File: src/rtl/rapid_mem_arbiter_pkg.sv
// Shared types for the memory-port arbiter.
//   cache_rw / cache_operation : direction and size of a cache-port access
//   arb_state_t                : arbiter FSM states
//   is_misaligned()            : size/address alignment check for data accesses
package rapid_mem_arbiter_pkg;

    localparam int unsigned WORD_WIDTH = 4;  // bytes per word
    localparam int unsigned DATA_WIDTH = WORD_WIDTH * 8;

    typedef enum logic {
        CACHE_READ  = 1'b0,
        CACHE_WRITE = 1'b1
    } cache_rw;

    typedef enum logic [1:0] {
        CACHE_NOP = 2'd0,
        BYTE      = 2'd1,
        HALF_WORD = 2'd2,
        WORD      = 2'd3
    } cache_operation;

    typedef enum logic [1:0] {
        ARB_IDLE,
        ARB_IF,
        ARB_DM,
        ARB_ERR
    } arb_state_t;

    // Byte accesses and CACHE_NOP are never misaligned.
    function automatic logic is_misaligned(cache_operation op, logic [1:0] addr_lo);
        logic bad;
        bad = 1'b0;
        case (op)
            HALF_WORD: bad = addr_lo[0];
            WORD:      bad = (addr_lo != 2'b00);
            default:   bad = 1'b0;
        endcase
        return bad;
    endfunction

endpackage

File: src/rtl/rapid_mem_arbiter.sv
// Single-outstanding arbiter sharing one cache/memory port between instruction
// fetch and the data-memory stage. Data wins ties unless fetch has been passed
// over STARVE_LIMIT times in a row. Misaligned and NOP data accesses are
// answered locally and never reach the port.
//
// Ports:
//   clk, rst                  clock, async active-high reset
//   if_req/if_addr/if_flush   fetch request, word address, flush/redirect
//   if_gnt/if_rvalid/if_rdata fetch grant (comb), read response (registered)
//   dm_req/rw/op/addr/wdata   data request fields
//   dm_gnt/dm_rvalid/dm_rdata/dm_err  data grant (comb), completion response
//   mem_req/rw/op/addr/wdata  port request, held until mem_done
//   mem_done/mem_rdata        port completion pulse and read data
module rapid_mem_arbiter
    import rapid_mem_arbiter_pkg::*;
#(
    parameter int unsigned ADDR_WIDTH   = 32,
    parameter int unsigned STARVE_LIMIT = 4
) (
    input  logic                  clk,
    input  logic                  rst,
    input  logic                  if_req,
    input  logic [ADDR_WIDTH-1:0] if_addr,
    input  logic                  if_flush,
    output logic                  if_gnt,
    output logic                  if_rvalid,
    output logic [DATA_WIDTH-1:0] if_rdata,
    input  logic                  dm_req,
    input  cache_rw               dm_rw,
    input  cache_operation        dm_op,
    input  logic [ADDR_WIDTH-1:0] dm_addr,
    input  logic [DATA_WIDTH-1:0] dm_wdata,
    output logic                  dm_gnt,
    output logic                  dm_rvalid,
    output logic [DATA_WIDTH-1:0] dm_rdata,
    output logic                  dm_err,
    output logic                  mem_req,
    output cache_rw               mem_rw,
    output cache_operation        mem_op,
    output logic [ADDR_WIDTH-1:0] mem_addr,
    output logic [DATA_WIDTH-1:0] mem_wdata,
    input  logic                  mem_done,
    input  logic [DATA_WIDTH-1:0] mem_rdata
);

    localparam int unsigned CntW = (STARVE_LIMIT > 0) ? $clog2(STARVE_LIMIT + 1) : 1;
    localparam logic [CntW-1:0] CntMax = CntW'(STARVE_LIMIT);

    arb_state_t            state_q, state_d;
    logic [CntW-1:0]       starve_cnt_q, starve_cnt_d;
    logic                  drop_q, drop_d;
    logic                  if_rvalid_q, if_rvalid_d;
    logic [DATA_WIDTH-1:0] if_rdata_q, if_rdata_d;
    logic                  dm_rvalid_q, dm_rvalid_d;
    logic                  dm_err_q, dm_err_d;
    logic [DATA_WIDTH-1:0] dm_rdata_q, dm_rdata_d;
    cache_rw               mem_rw_q, mem_rw_d;
    cache_operation        mem_op_q, mem_op_d;
    logic [ADDR_WIDTH-1:0] mem_addr_q, mem_addr_d;
    logic [DATA_WIDTH-1:0] mem_wdata_q, mem_wdata_d;

    logic arb_idle, if_elig, force_if, dm_bad, dm_local, if_done, dm_done;

    always_comb begin
        // Grants are held off during reset so every output reads 0 while rst is high.
        arb_idle = (state_q == ARB_IDLE) && !rst;
        if_elig  = if_req && !if_flush;
        force_if = (STARVE_LIMIT != 0) && (starve_cnt_q == CntMax);
        dm_bad   = is_misaligned(dm_op, dm_addr[1:0]);
        dm_local = dm_bad || (dm_op == CACHE_NOP);
        dm_gnt   = arb_idle && dm_req && !(if_elig && force_if);
        if_gnt   = arb_idle && if_elig && !dm_gnt;
        if_done  = (state_q == ARB_IF) && mem_done;
        dm_done  = (state_q == ARB_DM) && mem_done;
    end

    // Next-state and capture logic.
    always_comb begin
        state_d      = state_q;
        starve_cnt_d = starve_cnt_q;
        drop_d       = 1'b0;
        mem_rw_d     = mem_rw_q;
        mem_op_d     = mem_op_q;
        mem_addr_d   = mem_addr_q;
        mem_wdata_d  = mem_wdata_q;

        case (state_q)
            ARB_IDLE: begin
                if (dm_gnt) begin
                    state_d = dm_local ? ARB_ERR : ARB_DM;
                end else if (if_gnt) begin
                    state_d = ARB_IF;
                end
            end
            ARB_IF, ARB_DM: begin
                if (mem_done) begin
                    state_d = ARB_IDLE;
                end
            end
            ARB_ERR: state_d = ARB_IDLE;
            default: state_d = ARB_IDLE;
        endcase

        if (!if_req || if_gnt) begin
            starve_cnt_d = '0;
        end else if (dm_gnt && (starve_cnt_q != CntMax)) begin
            starve_cnt_d = starve_cnt_q + CntW'(1);
        end

        // A flush while fetching poisons the response; cleared when the fetch ends.
        if ((state_q == ARB_IF) && !mem_done) begin
            drop_d = drop_q || if_flush;
        end

        if (dm_gnt && !dm_local) begin
            mem_rw_d    = dm_rw;
            mem_op_d    = dm_op;
            mem_addr_d  = dm_addr;
            mem_wdata_d = dm_wdata;
        end else if (if_gnt) begin
            mem_rw_d   = CACHE_READ;
            mem_op_d   = WORD;
            mem_addr_d = if_addr;
        end
    end

    // Response registers: one-cycle pulses the cycle after completion.
    always_comb begin
        if_rvalid_d = if_done && !drop_q && !if_flush;
        if_rdata_d  = if_rvalid_d ? mem_rdata : if_rdata_q;
        dm_rvalid_d = dm_done || (dm_gnt && dm_local);
        dm_err_d    = dm_gnt && dm_bad;
        dm_rdata_d  = dm_rdata_q;
        if (dm_done) begin
            dm_rdata_d = (mem_rw_q == CACHE_READ) ? mem_rdata : '0;
        end else if (dm_gnt && dm_local) begin
            dm_rdata_d = '0;
        end
    end

    always_ff @(posedge clk or posedge rst) begin
        if (rst) begin
            state_q      <= ARB_IDLE;
            starve_cnt_q <= '0;
            drop_q       <= 1'b0;
            if_rvalid_q  <= 1'b0;
            if_rdata_q   <= '0;
            dm_rvalid_q  <= 1'b0;
            dm_err_q     <= 1'b0;
            dm_rdata_q   <= '0;
            mem_rw_q     <= CACHE_READ;
            mem_op_q     <= CACHE_NOP;
            mem_addr_q   <= '0;
            mem_wdata_q  <= '0;
        end else begin
            state_q      <= state_d;
            starve_cnt_q <= starve_cnt_d;
            drop_q       <= drop_d;
            if_rvalid_q  <= if_rvalid_d;
            if_rdata_q   <= if_rdata_d;
            dm_rvalid_q  <= dm_rvalid_d;
            dm_err_q     <= dm_err_d;
            dm_rdata_q   <= dm_rdata_d;
            mem_rw_q     <= mem_rw_d;
            mem_op_q     <= mem_op_d;
            mem_addr_q   <= mem_addr_d;
            mem_wdata_q  <= mem_wdata_d;
        end
    end

    assign mem_req   = (state_q == ARB_IF) || (state_q == ARB_DM);
    assign mem_rw    = mem_rw_q;
    assign mem_op    = mem_op_q;
    assign mem_addr  = mem_addr_q;
    assign mem_wdata = mem_wdata_q;
    assign if_rvalid = if_rvalid_q;
    assign if_rdata  = if_rdata_q;
    assign dm_rvalid = dm_rvalid_q;
    assign dm_err    = dm_err_q;
    assign dm_rdata  = dm_rdata_q;

endmodule
File: config.mk
export PLATFORM = sky130hd
export DESIGN_NAME = rapid_mem_arbiter
export DESIGN_NICKNAME = d
export VERILOG_FILES = /design/src/rtl/rapid_mem_arbiter_pkg.sv /design/src/rtl/rapid_mem_arbiter.sv
export SDC_FILE = /design/constraint.sdc
export NUM_CORES = 1
export LEC_CHECK = 0
export ABC_AREA = 1
export CORE_ASPECT_RATIO = 1.25
export CORE_MARGIN = 2
export CORE_UTILIZATION = 38
export DETAILED_ROUTE_END_ITERATION = 7
export HOLD_SLACK_MARGIN = 0.02
export PLACE_DENSITY_LB_ADDON = 0.05
export SLEW_MARGIN = 20
export SYNTH_ARGS = -nofsm -noshare
export SYNTH_HDL_FRONTEND = slang
export SYNTH_SLANG_ARGS = --single-unit
File: constraint.sdc
create_clock -name clk -period 21 [get_ports clk]
set_input_delay 6.3 -clock clk [delete_from_list [all_inputs] [get_ports clk]]
set_output_delay 6.3 -clock clk [all_outputs]
set_load 0.01 [all_outputs]
==> results of run 1 <==
==> per-layer routing <==
metal | track usage [%] | wire length [um]
met5 | 0 | 0
met4 | 7.892 | 330
met3 | 8.425 | 1608
met2 | 35.47 | 8706
met1 | 25.22 | 7262
==> worst min-delay path, delay by kind of cell (launching register included) <==
kind	cells	cell delay [ns]
simple gates	2	0.10
flops	1	0.34
==> layout make-up <==
cell class	instances	area [um2]	area share, %
sequential	140	3503	36.53
tap	212	265.3	2.766
multi-input combinational	507	2120	22.10
clock buffer	19	452.9	4.723
clock inverter	12	146.4	1.527
inverter	81	309.0	3.223
timing repair buffer	281	2793	29.12
==> final timing paths <==
path                            slack, ns       endpoint
min in group asynchronous            6.34  mem_wdata[17]
worst max-delay path                 6.03         dm_gnt
max in group asynchronous           13.34    dm_rdata[0]
worst max register to register      18.16    mem_addr[9]
worst min-delay path                 0.47   mem_addr[13]
worst min register to register       0.47   mem_addr[13]
==> where the power goes <==
| part | leakage, uW | switching, uW | internal, uW |
|---|---|---|---|
| logic | 0.00286 | 245 | 290 |
| clock network | 0.000290 | 113 | 191 |
| registers | 0.00178 | 64.4 | 392 |
==> cells by family after synthesis <==
group / count (synthesis)
AND/OR/NAND/NOR: 494
flip-flops: 140
buffers and inverters: 118
AO/OA/AOI/OAI: 7
adder cells (fa/ha/maj): 5
XOR/XNOR: 1
==> sequential cells by signal, indices dropped and copies added (netlist names), 2 cells and up <==
signal / flops
mem_addr: 32
dm_rdata: 32
mem_wdata: 32
state_q: 2
if_rdata: 32
starve_cnt_q: 3
mem_op: 2
==> stage by stage <==
| stage | area [um2] | total power (uW) | util [%] | hold slack, ns | setup slack, ns |
|---|---|---|---|---|---|
| floorplan | 6112 | 674.0 | - | 0.4619 | 4.523 |
| global placement | 8990 | 994.8 | 57.50 | 0.4543 | 5.994 |
| detailed placement | 8990 | 1001 | 57.50 | 0.4637 | 6.001 |
| CTS | 9589 | 1313 | 61.34 | 0.4794 | 6.005 |
| global route | 9589 | 1382 | 61.34 | 0.4871 | 5.852 |
| finish | 9589 | 1295 | 61.34 | 0.4735 | 6.035 |
==> placed cells by master (no fill, tap or decap), types with 2 or more instances in the layout <==
cell type        Yosys  layout
inv_2                3       4
clkbuf_16            0      17
inv_1               78      76
ha_1                 5       5
clkdlybuf4s50_1      0     273
nand2_2              2       2
nand4_1              3       3
nand3_1            100     100
buf_4                4       8
clkinvlp_4           0       3
nor2_1               9       8
clkbuf_8             0       2
o21ai_0              3       3
bufinv_16            0       3
nor2_2               1       2
dfrtp_1            140     140
a21oi_1              3       3
clkinv_2             0       5
nand2_1            377     377
==> results.txt, run 1 <==
P_leak -> 0.004935 uW
CP max stage cell -> clkdlybuf4s50_1
total negative slack -> 0 ns
WL per Instance -> 14.30 um
synth unique cells -> 21
HPWL Detailed -> 12.12 mm
critical path class -> in2out
Cell Chain, Critical Path -> clkdlybuf4s50_1 -> inv_6 -> nand3_2 -> nor2_4 -> buf_4 -> clkdlybuf4s50_1
CTS Hold Bufs -> 0
status -> finished, final reports clean
max-slew violations -> 0
largest net degree at the start of global routing -> 77
WP data required -> 14.70 ns
Setup Skew -> 0.004859 ns
setup violators final -> 0
final hold viol count -> 0
total number of vias -> 5695
Post-CTS Resized -> 0
Synth Area in Compound Gates -> 0.6141%
number of global-route vias before repair -> 5531
Synth-to-Final Area Change -> 56.89%
Final min period -> 14.97 ns
worst r2r src -> state_q[0]
first-pass GRT wire length -> 29.09 mm
Final GP Congestion -> 0.8194
clock sinks -> 140
top-area cell type share of the netlist area -> 57.32%
worst min path class -> reg2reg
CORE AREA -> 15630 um2
Ys Warns -> 0
Finished Layout Cells -> 1252
Remaining Overflow, GRT -> 0
# DRC -> 0
period utilisation layout -> 71.26%
placed cells -> 1221
GRT Overall Usage -> 21.41%
Levels on crit path -> 6
post-CTS setup buffer count -> 0
Crit. End Element -> output port
diodes inserted -> 0
Boundary Pins -> 274
IR drop worst, VDD -> 0.00007328 V
Final ANT Viol Nets -> 0
Worst-Skew Late Latency -> 0.41 ns
Crit Path Max Fanout -> 76
initial antenna violation count -> 0
Num CTS Buffers -> 17
worst hold start -> mem_addr[13]
Die H -> 145.8 um
DIE AREA -> 17120 um2
top cells by count, synth -> nand2_1 (377), dfrtp_1 (140), nand3_1 (100)
Simple-Gate Fraction of Synth Area -> 32.86%
CP bufs+invs -> 4
startpoint types -> input pin
Routed WL -> 17.91 mm
Post-Syn Nets -> 907
register area share after synthesis -> 57.32%
Die Wd -> 117.4 um
power density over the cells -> 135.1 nW/um2
Final nets -> 1170
Reg2Reg Depth -> 10
Longest Clk Path Bufs -> 2
mapped cell area -> 6112 um2
xor and xnor area share after synthesis -> 0.1433%
Min-Delay Path Depth -> 2
Clk pin slew, worst setup/hold paths -> 0.06 ns
FP Rows -> 51
Max Cap Violations -> 0
Syn Inst Count -> 765
synth top area cells -> dfrtp_1 (57%), nand2_1 (23%), nand3_1 (8.2%), inv_1 (4.8%), buf_2 (1.2%)
Worst-Margin Slew -> 0.8265 ns
Initial Util -> 39.10%
CTS Root Cell -> clkbuf_16
H-tree Lvls -> 4
RSZ-0062 raised after global routing -> false
Synth area leader -> dfrtp_1
Max Fclk -> 66.82 MHz
most used cell, CP -> clkdlybuf4s50_1
post-synthesis adder-cell area fraction -> 1.024%
Fill cells -> 1442
via/cell ratio -> 4.549
DRT Pass-1 Iters -> 4
Slew HR -> 44.90%
critical path arrival -> 8.67 ns
proportion of synthesized area in mux cells -> 0%
Seq cells post-synth -> 140
ys async rst share -> 100.0%
Initial DRC Count -> 243
layout cells sized above 1 -> 4.808%
top-count cell post-synth -> nand2_1
largest family of logic cells by synthesized area -> simple AND/OR/NAND/NOR gates
CTS tree -> built
number of I/O port buffers -> 273
Post-synth EDFFs -> 0
max incr delay on CP -> 0.61 ns
crit-path leading delay family -> buffers and inverters
CP startpoint -> rst
syn_area_per_cell -> 7.990 um2
ys flop type -> dfrtp_1
(Power assumes the default switching activity.)
==> run 2, diff against run 1 <==
==> constraint.sdc (replaced) <==
create_clock -name clk -period 15.34 [get_ports clk]
set_input_delay 4.602 -clock clk [delete_from_list [all_inputs] [get_ports clk]]
set_output_delay 4.602 -clock clk [all_outputs]
set_load 0.01 [all_outputs]
==> run 2 against run 1 <==
  * Count of clock-buffer cells in the layout is 1 lower
  * Largest power group unchanged
  * Via count about the same
  * Die area is the same
  * Global-route usage about the same
  * Setup slack lost 2.2 ns
  * Final cell count is essentially flat
  * Sequential share of layout area grew 0.091 points
  * First-iteration DRC count rose by 0.82%
  * Sequential cell count unchanged
  * Highest routed layer unchanged
  * Total power increased by 36%
  * Clock power is 31% higher
  * Clock skew rose by 0.0071 ns
==> results.txt, run 2 (same netlist as run 1, synthesis figures left out) <==
DRT Pass-1 Iters -> 5
WL per Instance -> 14.34 um
Routed WL -> 17.96 mm
Die Wd -> 117.4 um
Die H -> 145.8 um
Num CTS Buffers -> 17
CORE AREA -> 15630 um2
max-slew violations -> 0
Final ANT Viol Nets -> 0
GRT Overall Usage -> 21.45%
Logic pwr share -> 41.8%
most frequent cells in the layout -> nand2_1 (377), clkdlybuf4s50_1 (273), dfrtp_1 (140)
Crit Path Max Fanout -> 77
Crit. End Element -> output port
Final GP Congestion -> 0.8032
initial antenna violation count -> 0
CP bufs+invs -> 4
Max Cap Violations -> 0
Worst-Skew Late Latency -> 0.42 ns
Post-CTS Resized -> 0
Clk pin slew, worst setup/hold paths -> 0.06 ns
commonest non-fill, non-tap cell in the layout -> nand2_1
Psw -> 593.9 uW
placed cells -> 1221
Setup Skew -> 0.01197 ns
Min Hold Slack -> 0.4772 ns
layout cells sized above 1 -> 4.803%
clock power share -> 22.7%
crit-path leading delay family -> buffers and inverters
FP Rows -> 51
Final WS setup -> 3.785 ns
pre-CTS WS -> 3.719 ns
Longest Clk Path Bufs -> 2
number of global-route vias before repair -> 5598
most used cell, CP -> clkdlybuf4s50_1
total number of vias -> 5700
HPWL Detailed -> 12.23 mm
critical path class -> in2out
setup violators final -> 0
Final nets -> 1170
switching share of power -> 33.79%
number of I/O port buffers -> 273
RSZ-0062 raised after global routing -> false
startpoint types -> input pin
Max Fclk -> 86.54 MHz
Final min period -> 11.55 ns
via/cell ratio -> 4.549
period utilisation layout -> 75.33%
post-CTS setup buffer count -> 0
power density over the cells -> 183.8 nW/um2
diodes inserted -> 0
P_leak -> 0.004908 uW
# DRC -> 0
largest net degree at the start of global routing -> 78
Worst-Margin Slew -> 1.043 ns
Fill cells -> 1463
Cell Chain, Critical Path -> clkdlybuf4s50_1 -> inv_6 -> nand3_2 -> nor2_4 -> buf_4 -> clkdlybuf4s50_1
DIE AREA -> 17120 um2
Initial DRC Count -> 245
total negative slack -> 0 ns
clock sinks -> 140
CTS Root Cell -> clkbuf_16
final instance area -> 9565 um2
H-tree Lvls -> 4
CP max stage cell -> clkdlybuf4s50_1
CTS Hold Bufs -> 0
Seq pwr share -> 35.5%
WP data required -> 10.74 ns
Initial Util -> 39.10%
Finished Layout Cells -> 1253
status -> finished, final reports clean
Synth-to-Final Area Change -> 56.50%
CTS tree -> built
Cell Area, Placed -> 8990 um2
IR drop worst, VDD -> 0.00009155 V
first-pass GRT wire length -> 29.38 mm
Int Pwr -> 1164 uW
critical path arrival -> 6.95 ns
final hold viol count -> 0
worst min path class -> reg2reg
Remaining Overflow, GRT -> 0
Slew HR -> 30.02%
Boundary Pins -> 274
max incr delay on CP -> 0.61 ns
## run 2: changes by cell type in the layout (fill, tap and decap cells not counted), sizes merged
cell,change
inv,+4
clkinvlp,+2
clkbuf,-1
bufinv,-2
clkinv,-2
## run 2: final timing paths
check | start | to | slack (ns) | depth (start not counted)
min | mem_wdata[28] | mem_wdata[28] | 0.48 | 2
max | rst | dm_gnt | 3.79 | 6
min in group asynchronous | rst | mem_wdata[17] | 4.67 | 2
max reg2reg | state_q[0] | mem_addr[1] | 12.54 | 10
max in group asynchronous | rst | if_rdata[1] | 9.37 | 3
min reg2reg | mem_wdata[28] | mem_wdata[28] | 0.48 | 2
## run 2: layer usage
layer | GRT usage, % | routed length (um) | share of wire, %
met1 | 26.56 | 7595 | 42
met2 | 35.41 | 8731 | 49
met3 | 7.602 | 1382 | 7.7
met4 | 6.386 | 252 | 1.4
met5 | 0 | 0 | 0
## run 2: stage by stage
step / util [%] / power (uW)
2_1_floorplan: - / 922.6
3_3_place_gp: 57.50 / 1362
3_5_place_dp: 57.50 / 1372
4_1_cts: 61.18 / 1781
5_1_grt: 61.18 / 1878
6_report: 61.18 / 1758
## run 2: layout make-up
| cell class | instances | area [um2] | share of cell area [%] |
|---|---|---|---|
| inverter | 81 | 309.0 | 3.231 |
| sequential | 140 | 3503 | 36.63 |
| tap | 212 | 265.3 | 2.773 |
| multi-input combinational | 507 | 2120 | 22.16 |
| clock buffer | 18 | 439.2 | 4.591 |
| clock inverter | 14 | 136.4 | 1.426 |
| timing repair buffer | 281 | 2793 | 29.20 |
## run 2: power by group through the flow
stage                     sequential (uW)  combinational [uW]  clock, uW
after floorplan                       704                 219          0
after global placement                625                 737          0
after detailed placement              628                 744          0
after CTS                             626                 745        410
after global routing                  647                 802        429
final                                 625                 734        399
## run 2: worst min-delay path, cell delays in order (launching register included)
cell and delay [ns]:
dfrtp_1 0.34, nand2_1 0.05, nand2_1 0.06
